$ cat config.mk
export PLATFORM = sky130hd
export DESIGN_NAME = pwm_capture
export DESIGN_NICKNAME = d
export VERILOG_FILES = /design/src/rtl/pwm_defs.sv /design/src/rtl/pwm_sync_edge.sv /design/src/rtl/pwm_capture.sv
export SDC_FILE = /design/constraint.sdc
export NUM_CORES = 1
export LEC_CHECK = 0
export CAP_MARGIN = 40
export CORE_ASPECT_RATIO = 0.9
export CORE_MARGIN = 5
export CORE_UTILIZATION = 55
export DETAILED_ROUTE_END_ITERATION = 6
export PLACE_DENSITY_LB_ADDON = 0.1
export SYNTH_ARGS = -nofsm -noshare
export SYNTH_HDL_FRONTEND = slang
export SYNTH_SLANG_ARGS = --single-unit
$ cat constraint.sdc
create_clock -name clk -period 2.6 [get_ports clk]
set_input_delay 0.26 -clock clk [delete_from_list [all_inputs] [get_ports clk]]
set_output_delay 0.26 -clock clk [all_outputs]
set_load 0.03 [all_outputs]
$ cat src/rtl/pwm_defs.sv
// Shared definitions for the PWM generator and capture blocks:
// capture FSM state encoding and default sizing constants.
package pwm_defs;

    typedef enum logic [1:0] {
        ST_IDLE  = 2'd0,
        ST_HIGH  = 2'd1,
        ST_LOW   = 2'd2,
        ST_STUCK = 2'd3
    } pwm_state_t;

    localparam int PWM_CNT_W       = 16;
    localparam int PWM_TIMEOUT     = 65535;
    localparam int PWM_SYNC_STAGES = 2;

endpackage

$ cat src/rtl/pwm_sync_edge.sv
// Multi-flop synchronizer for an asynchronous input with registered rise/fall
// pulses, masked during a short warm-up so a level present at reset is not an edge.
module pwm_sync_edge #(
    parameter int SYNC_STAGES = 2
) (
    input  logic clk,
    input  logic rst_n,
    input  logic async_in,
    output logic level,
    output logic rise,
    output logic fall,
    output logic ready
);

    localparam int WARM_MAX = SYNC_STAGES + 1;
    localparam int WARM_W   = $clog2(WARM_MAX + 1);

    logic [SYNC_STAGES-1:0] sync_q;
    logic                   s;
    logic                   s_d;
    logic [WARM_W-1:0]      warm_cnt;
    logic                   warm_done;

    assign s         = sync_q[SYNC_STAGES-1];
    assign warm_done = (warm_cnt == WARM_W'(WARM_MAX));
    assign level     = s_d;
    assign ready     = warm_done;

    // Edge pulses are registered alongside s_d, so 'level' matches the pulses.
    always_ff @(posedge clk or negedge rst_n) begin
        if (!rst_n) begin
            sync_q   <= '0;
            s_d      <= 1'b0;
            warm_cnt <= '0;
            rise     <= 1'b0;
            fall     <= 1'b0;
        end else begin
            sync_q <= {sync_q[SYNC_STAGES-2:0], async_in};
            s_d    <= s;
            if (!warm_done) begin
                warm_cnt <= warm_cnt + 1'b1;
            end
            rise <= warm_done & s & ~s_d;
            fall <= warm_done & ~s & s_d;
        end
    end

endmodule

$ cat src/rtl/pwm_capture.sv
// Measures period and high time of a PWM input in clk cycles, publishing each
// rise-to-rise measurement with a one-cycle strobe and flagging a stuck input.
module pwm_capture
    import pwm_defs::*;
#(
    parameter int CNT_W       = PWM_CNT_W,
    parameter int TIMEOUT     = PWM_TIMEOUT,
    parameter int SYNC_STAGES = PWM_SYNC_STAGES
) (
    input  logic             clk,
    input  logic             rst_n,
    input  logic             pwm_in,
    output logic [CNT_W-1:0] period_out,
    output logic [CNT_W-1:0] high_out,
    output logic             meas_valid,
    output logic             stuck,
    output logic             stuck_level
);

    localparam logic [CNT_W-1:0] CNT_MAX = CNT_W'(TIMEOUT);

    logic             level;
    logic             rise;
    logic             fall;
    logic             ready;

    pwm_state_t       state;
    pwm_state_t       next_state;
    logic [CNT_W-1:0] cnt;
    logic [CNT_W-1:0] cnt_next;
    logic [CNT_W-1:0] cnt_inc;
    logic [CNT_W-1:0] high_q;
    logic             timed_out;
    logic             publish;
    logic             latch_high;

    pwm_sync_edge #(
        .SYNC_STAGES (SYNC_STAGES)
    ) u_sync_edge (
        .clk      (clk),
        .rst_n    (rst_n),
        .async_in (pwm_in),
        .level    (level),
        .rise     (rise),
        .fall     (fall),
        .ready    (ready)
    );

    assign cnt_inc     = (cnt == CNT_MAX) ? CNT_MAX : cnt + 1'b1;
    assign timed_out   = (cnt == CNT_MAX);
    assign stuck       = (state == ST_STUCK);
    assign stuck_level = stuck & level;

    always_ff @(posedge clk or negedge rst_n) begin
        if (!rst_n) begin
            state <= ST_IDLE;
        end else begin
            state <= next_state;
        end
    end

    // A rise always takes priority over timeout; the count restarts at 1 so
    // the value seen on the next rise equals the full period.
    always_comb begin
        next_state = state;
        cnt_next   = cnt;
        publish    = 1'b0;
        latch_high = 1'b0;
        case (state)
            ST_IDLE: begin
                if (rise) begin
                    next_state = ST_HIGH;
                    cnt_next   = CNT_W'(1);
                end else if (timed_out) begin
                    next_state = ST_STUCK;
                end else if (ready) begin
                    cnt_next = cnt_inc;
                end
            end
            ST_HIGH: begin
                if (rise) begin
                    cnt_next = CNT_W'(1);
                end else if (timed_out) begin
                    next_state = ST_STUCK;
                end else begin
                    cnt_next = cnt_inc;
                    if (fall) begin
                        next_state = ST_LOW;
                        latch_high = 1'b1;
                    end
                end
            end
            ST_LOW: begin
                if (rise) begin
                    next_state = ST_HIGH;
                    cnt_next   = CNT_W'(1);
                    publish    = 1'b1;
                end else if (timed_out) begin
                    next_state = ST_STUCK;
                end else begin
                    cnt_next = cnt_inc;
                end
            end
            ST_STUCK: begin
                if (rise) begin
                    next_state = ST_HIGH;
                    cnt_next   = CNT_W'(1);
                end
            end
            default: begin
                next_state = ST_IDLE;
                cnt_next   = '0;
            end
        endcase
    end

    always_ff @(posedge clk or negedge rst_n) begin
        if (!rst_n) begin
            cnt        <= '0;
            high_q     <= '0;
            period_out <= '0;
            high_out   <= '0;
            meas_valid <= 1'b0;
        end else begin
            cnt        <= cnt_next;
            meas_valid <= publish;
            if (latch_high) begin
                high_q <= cnt;
            end
            if (publish) begin
                period_out <= cnt;
                high_out   <= high_q;
            end
        end
    end

endmodule

==> results.sh <==
export IMPL_status="finished, final reports clean"
export IMPL_cts_sinks=74
export IMPL_seq_area_um2=1850
export IMPL_die_w_um=89.7
export IMPL_port_buffers=37
export IMPL_worst_slack_ns=0.285
export IMPL_vias_per_cell=5.59
export IMPL_wl_per_cell_um=15.5
export IMPL_synth_avg_cell_area_um2=13.6
export IMPL_pwr_share_seq_pct=42.0
export IMPL_worst_r2r_cell_count=8
export IMPL_yosysWarnings=0
export IMPL_rsz0062_at_grt="no"
export IMPL_die_h_um=81.8
export IMPL_pwr_share_comb_pct=27.1
export IMPL_grt_max_degree=47
export IMPL_cts_resized=0
export IMPL_critPathLaunch="state[0]$_DFFE_PN0P_"
export IMPL_r2r_slack_ns=0.28
export IMPL_firstDrtPassIters=4
export IMPL_maxSlewHeadroom_pct=53.0
export IMPL_r2r_start="state[0]$_DFFE_PN0P_"
export IMPL_dieArea_um2=7340
export IMPL_synth_nets=241
export IMPL_drt_iter0_drc=86
export IMPL_clk_latency_ns=0.35
export IMPL_max_vdd_ir_drop_uv=502
export IMPL_fmax_ghz=0.432
export IMPL_crit_path_end="cnt[5]$_DFFE_PN0P_"
export IMPL_internal_power_uw=2320
export IMPL_cts_buffers=9
export IMPL_end_kind="register"
export IMPL_grt_pass1_wl_um=9760
export IMPL_grt_ovfl_total=0
export IMPL_cts_htree_levels=3
export IMPL_worstSetupPathType="reg -> reg"
export IMPL_final_nets=286
export IMPL_fin_worst_skew_ns=0.00606
export IMPL_drtAntennaViolNets=0
export IMPL_grt_pass1_vias=2012
export IMPL_yosysTopAreaCell="dfrtp_1"
export IMPL_floorplan_initialDensity_pct=55.9
export IMPL_fin_crit_sh_pct=89.1
export IMPL_yosys_top_cells_area="dfrtp_1, mux2_2, mux2_4, ha_1, a21oi_1"
export IMPL_maxCapViolCount=0
export IMPL_multi_input_area_um2=1220
export IMPL_tns_ns=0
export IMPL_clockPowerShare_pct=30.8
export IMPL_antenna_found_initial=0
export IMPL_worstReg2RegEnd="cnt[5]$_DFFE_PN0P_"
export IMPL_clk_pin_slew_worst_paths_ns=0.07
export IMPL_syn_inst=232
export IMPL_crit_path_max_fanout=19
export IMPL_p_sw_share_pct=30.2
export IMPL_drive_gt1_share_pct=27.7
export IMPL_coreArea_um2=5630
export IMPL_ys_ff_latch=74
export IMPL_crit_path_start_kind="register"
export IMPL_synth_commonest_cells="dfrtp_1, mux2_2, a21oi_1"
export IMPL_worstMarginPinSlew_ns=0.705
export IMPL_worstPathRequired_ns=2.86
export IMPL_synth_edf_count=0
export IMPL_ys_flop_type="dfrtp_1"
export IMPL_drt_total_wl_um=5470
export IMPL_post_dp_cell_area_um2=3630
export IMPL_rows=26
export IMPL_io_pins=38
export IMPL_p_sw_uw=1000
export IMPL_powerDensity_nw_per_um2=857
export IMPL_cp_arrival_ns=2.58
export IMPL_vias=1969
export IMPL_p_leak_uw=0.00177
export IMPL_slew_viol_final=0
export IMPL_groute_usage_overall_pct=16.9
export IMPL_drc=0
export IMPL_hpwl_um=3640
export IMPL_synth_top_area_share_pct=58.8
export IMPL_clockBufferDepth=2
export IMPL_place_ws_ns=0.298
export IMPL_async_flop_share_pct=100
export IMPL_n_fill_cell=415
export IMPL_yosys_cell_count_top_type="dfrtp_1"
export IMPL_cts_tree="yes"
export IMPL_n_antenna_cell=0
export IMPL_period_needed_ns=2.32
export IMPL_ys_seq_area_share_pct=58.8
export IMPL_finalHoldViolCount=0
export IMPL_syn_area_um2=3150
export IMPL_hp_class="in -> reg"
export IMPL_synth_cell_type_count=38
export IMPL_design_area_um2=3870
export IMPL_finalSetupViolCount=0
export IMPL_routabilityCongestion=0.803
export IMPL_area_growth_pct=23.1
export IMPL_cts_root_buf="clkbuf_8"
-- state kept, by name, indices dropped and copies added (netlist names) --
signal	flops
u_sync_edge.sync_q	2
cnt	16
meas_valid	1
state	2
high_out	16
period_out	16
high_q	16
u_sync_edge.fall	1
u_sync_edge.level	1
u_sync_edge.warm_cnt	2
u_sync_edge.rise	1
-- area by class of cell --
type                    instances  share of cell area [%]
multi-input cells             143                    31.6
repair buffers                 44                    11.8
clock buffers                  12                    4.26
well taps                      70                    2.26
inverters                       5                   0.484
clock inverters                 4                    1.87
flip-flops and latches         74                    47.8
-- cell families (layout without fill, tap and decap cells) --
logic type,Yosys count,count (layout),synth area share [%]
xor+xnor,2,2,0.557
simple gates,51,51,9.98
fa+ha+maj,6,6,2.39
mux,52,52,19.7
flops,74,74,58.8
buf+inv,15,65,2.31
compound gates,32,32,6.20
-- layout by cell type (no fill, tap or decap), types with 2 or more instances in the layout --
cell	Yosys	final
o31ai_1	5	5
nand3_1	6	6
nand4_1	4	4
a21oi_1	14	14
o21ai_1	3	3
mux2i_1	2	2
ha_1	6	6
inv_1	5	5
mux2_4	10	10
nand2_1	7	7
clkbuf_8	0	12
or3_1	7	7
bufinv_16	0	2
clkdlybuf4s50_1	0	36
buf_4	2	5
nor2_1	7	7
nand2b_1	4	4
o21ai_0	5	5
mux2_2	39	39
nand4_2	2	2
nor4_1	2	2
or4_1	5	5
dfrtp_1	74	74
-- worst max-delay path, stage by stage (launching register included) --
cell and delay, ns:
dfrtp_1 0.40, inv_1 0.08, ha_1 0.30, nand4_1 0.10, nor4_1 0.05, o32a_1 0.43
buf_12 0.22, or4_1 0.49, a21oi_1 0.15
-- power by group through the flow --
stage / clock network, uW / registers, uW / logic, uW
2_1_floorplan: 0 / 1510 / 495
3_3_place_gp: 0 / 1420 / 882
3_5_place_dp: 0 / 1420 / 898
4_1_cts: 1050 / 1400 / 910
5_1_grt: 1100 / 1420 / 983
6_report: 1020 / 1390 / 901
-- repair_timing --
action	in CTS	in global routing
endpoints found under the hold margin	28	0
buffers inserted	0	0
hold buffers	1	0
-- metal layers --
layer / GRT usage, % / share of wire, %
met1: 21.9 / 49
met2: 25.1 / 43
met3: 7.51 / 6.5
met4: 6.65 / 1.6
met5: 0 / 0
-- worst min path at each step --
| stage | endpoint | slack (ns) | from | cells after the start |
|---|---|---|---|---|
| finish | u_sync_edge.sync_q[0]$_DFF_PN0_ | 0.35 | pwm_in | 1 |
| global route | u_sync_edge.sync_q[0]$_DFF_PN0_ | 0.33 | pwm_in | 1 |
| CTS | u_sync_edge.sync_q[0]$_DFF_PN0_ | 0.34 | pwm_in | 1 |
| detailed placement | meas_valid$_DFF_PN0_ | 0.21 | rst_n | 1 |
| global placement | u_sync_edge.sync_q[1]$_DFF_PN0_ | 0.33 | u_sync_edge.sync_q[0]$_DFF_PN0_ | 0 |
| floorplan | cnt[0]$_DFFE_PN0P_ | -0.04 | rst_n | 0 |
-- metrics by stage --
step | hold slack [ns] | std cells | total power, uW | utilization, %
2_1_floorplan | -0.0356 | 232 | 2000 | -
3_3_place_gp | 0.333 | 334 | 2300 | 63.9
3_5_place_dp | 0.211 | 335 | 2310 | 64.4
4_1_cts | 0.336 | 352 | 3360 | 68.8
5_1_grt | 0.329 | 352 | 3510 | 68.8
6_report | 0.352 | 352 | 3320 | 68.8
Power figures use the tool's default switching activity.
==> RTL edit, RTL diff (config.mk and constraints unchanged) <==
Make the reset (`rst_n`) synchronous in 3 clocked blocks. Comments in the files are not updated.
--- a/src/rtl/pwm_sync_edge.sv
+++ b/src/rtl/pwm_sync_edge.sv
@@ -27,7 +27,7 @@
     assign ready     = warm_done;
 
     // Edge pulses are registered alongside s_d, so 'level' matches the pulses.
-    always_ff @(posedge clk or negedge rst_n) begin
+    always_ff @(posedge clk) begin
         if (!rst_n) begin
             sync_q   <= '0;
             s_d      <= 1'b0;
--- a/src/rtl/pwm_capture.sv
+++ b/src/rtl/pwm_capture.sv
@@ -51,7 +51,7 @@
     assign stuck       = (state == ST_STUCK);
     assign stuck_level = stuck & level;
 
-    always_ff @(posedge clk or negedge rst_n) begin
+    always_ff @(posedge clk) begin
         if (!rst_n) begin
             state <= ST_IDLE;
         end else begin
@@ -114,7 +114,7 @@
         endcase
     end
 
-    always_ff @(posedge clk or negedge rst_n) begin
+    always_ff @(posedge clk) begin
         if (!rst_n) begin
             cnt        <= '0;
             high_q     <= '0;
Check against the original RTL: differs if rst_n is asserted again (counterexample within 10 cycles, from zero or initial values and one cycle with rst_n low); with rst_n held inactive, the same outputs for 10 cycles.
==> RTL edit against the original RTL <==
Register-to-register slack better by 220 ps; area after synthesis is 0.91% lower; sequential cell count stayed put; via count is 29% higher; cell area is 4.1% lower; wire length is 25% higher; worst setup slack better by 83 ps; synthesized cell count is 55% higher; highest routed layer unchanged.
Power is not compared: it rests on default switching activity, and its combinational part moved more than twofold at a synthesized area within 25%.
==> RTL edit: results (changes against the original RTL) <==
- CTS Buf Count: 9 (unchanged)
- Syn nets: 368 (was 241)
- Met3 WL: 423 µm (was 355 µm)
- Clock skew: 9.55 ps (was 6.06 ps)
- First-pass GRT wire length: 11500 µm (was 9760 µm)
- Total vias in the final route: 2545 (was 1969)
- Fraction of registers with async set or reset after synthesis: 0% (was 100%)
- Ranking of synthesized cells by area: dfxtp_1 (48%), nand2_1 (11%), a21boi_0 (7.7%) (was dfrtp_1 (59%), mux2_2 (14%), mux2_4 (4.8%))
- Largest net degree at the start of global routing: 46 (was 47)
- Crit-path leading delay family: buffers and inverters (was simple AND/OR/NAND/NOR gates)
- Primary FF master, synth: dfxtp_1 (was dfrtp_1)
- Hold path depth: 2 (was 1)
- All-Layer GR Usage: 20.6% (was 16.9%)
- Hold Crit Class: primary input to flop (unchanged)
- Maximum vdd ir drop: 0.429 mV
- Reg2reg start: state[0]$_SDFFE_PN0P_ (was state[0]$_DFFE_PN0P_)
- M2 GR Usage: 32.1% (was 25.1%)
- Hold Path Sink: cnt[0]$_SDFFE_PN0P_ (was u_sync_edge.sync_q[0]$_DFF_PN0_)
- Post_cts resized: 0 (unchanged)
- R2r setup slk: 500 ps (was 280 ps)
- Share of cells above drive strength 1: 10.3% (was 27.7%)
- First DRT Iteration DRCs: 157 (was 86)
- R2R Path End: cnt[9]$_SDFFE_PN0P_ (was cnt[5]$_DFFE_PN0P_)
- Worst setup path start: state[0]$_SDFFE_PN0P_ (was state[0]$_DFFE_PN0P_)
- GRT met3 Usage: 6.52% (was 7.51%)
- CP Max Fanout: 8 (was 19)
- CP max stage cell: clkdlybuf4s50_1 (was or4_1)
- DPL Wire Length: 4610 µm (was 3640 µm)
- Outcome: finished, final reports clean (unchanged)
- Placer Congestion: 0.859 (was 0.803)
- Syn avg cell area: 8.69 µm² (was 13.6 µm²)
- Clock-pin slew on the worst setup and hold paths: 70 ps (about the same)
- Final Non-Filler Cells: 468 (was 352)
- Clk Latency, worst-skew pair: 350 ps (about the same)
- Crit path to: stuck_level (was cnt[5]$_DFFE_PN0P_)
- Nets@finish: 403 (was 286)
- Arr. time, crit path: 1970 ps (was 2580 ps)
- Fillcell total: 490 (was 415)
- Count of different cell masters after synthesis: 43 (was 38)
- Drt total wl: 6810 µm (was 5470 µm)
- # H-tree levels: 3 (unchanged)
- Top post-synthesis cells by count: nand2_1 (92), dfxtp_1 (74), a21boi_0 (32) (was dfrtp_1 (74), mux2_2 (39), a21oi_1 (14))
- Met2 routed WL: 3040 µm (was 2360 µm)
- Reg2reg path depth: 7 (was 8)
- Cells after DPL: 453 (was 335)
- Met1 usage: 27.7% (was 21.9%)
- Sequential share of the synthesized area: 47.5% (was 58.8%)
- Vias in the first global route: 2352 (was 2012)
- Worst hold start: rst_n (was pwm_in)
- CP peak stage delay: 670 ps (was 490 ps)
- Initial antenna violation count: 0 (unchanged)
- Actual slew at the worst max-slew pin: 756 ps (was 705 ps)
- M1 wire length: 3260 µm (was 2660 µm)
- N_diodes: 0 (unchanged)
## RTL edit: cell types whose count changed in the layout (fill, tap and decap cells not counted), moves of 6 or more
cell / before / now
nor2_1: 7 / 13
nand2_1: 7 / 92
o21ai_2: 0 / 13
a21boi_0: 0 / 32
mux2_4: 10 / 0
dfrtp_1: 74 / 0
xor2_1: 1 / 8
nand3_1: 6 / 19
dfxtp_1: 0 / 74
mux2_2: 39 / 0
## RTL edit: cell families after synthesis
logic type	share of synthesized area, %
simple gates	25.0
compound gates	18.5
flops	47.5
buf+inv	3.73
xor+xnor	2.53
fa+ha+maj	2.41
mux	0.321
## RTL edit: where the power goes
group	total, W	internal (W)	switching, W
Combinational	0.000237	0.000104	0.000133
Clock	0.000861	0.000462	0.000399
Sequential	0.00119	0.00116	0.0000326
## RTL edit: cell type report
| cell class | count | share of cell area, % |
|---|---|---|
| well taps | 70 | 2.36 |
| clock inverters | 3 | 1.08 |
| flip-flops and latches | 74 | 39.9 |
| clock buffers | 12 | 3.91 |
| multi-input cells | 260 | 40.9 |
| inverters | 4 | 0.404 |
| repair buffers | 45 | 11.5 |
## RTL edit: metrics by stage
step / area (µm²) / total power, W / setup slack (ps) / hold WS, ps / utilization, %
3_5_place_dp: 3530 / 0.00145 / 580 / 418 / 63.1
5_1_grt: 3710 / 0.00239 / 256 / 261 / 66.4
3_3_place_gp: 3530 / 0.00145 / 587 / 414 / 63.1
6_report: 3710 / 0.00229 / 368 / 253 / 66.4
4_1_cts: 3710 / 0.00231 / 363 / 244 / 66.4
2_1_floorplan: 3120 / 0.00138 / 803 / 387 / -
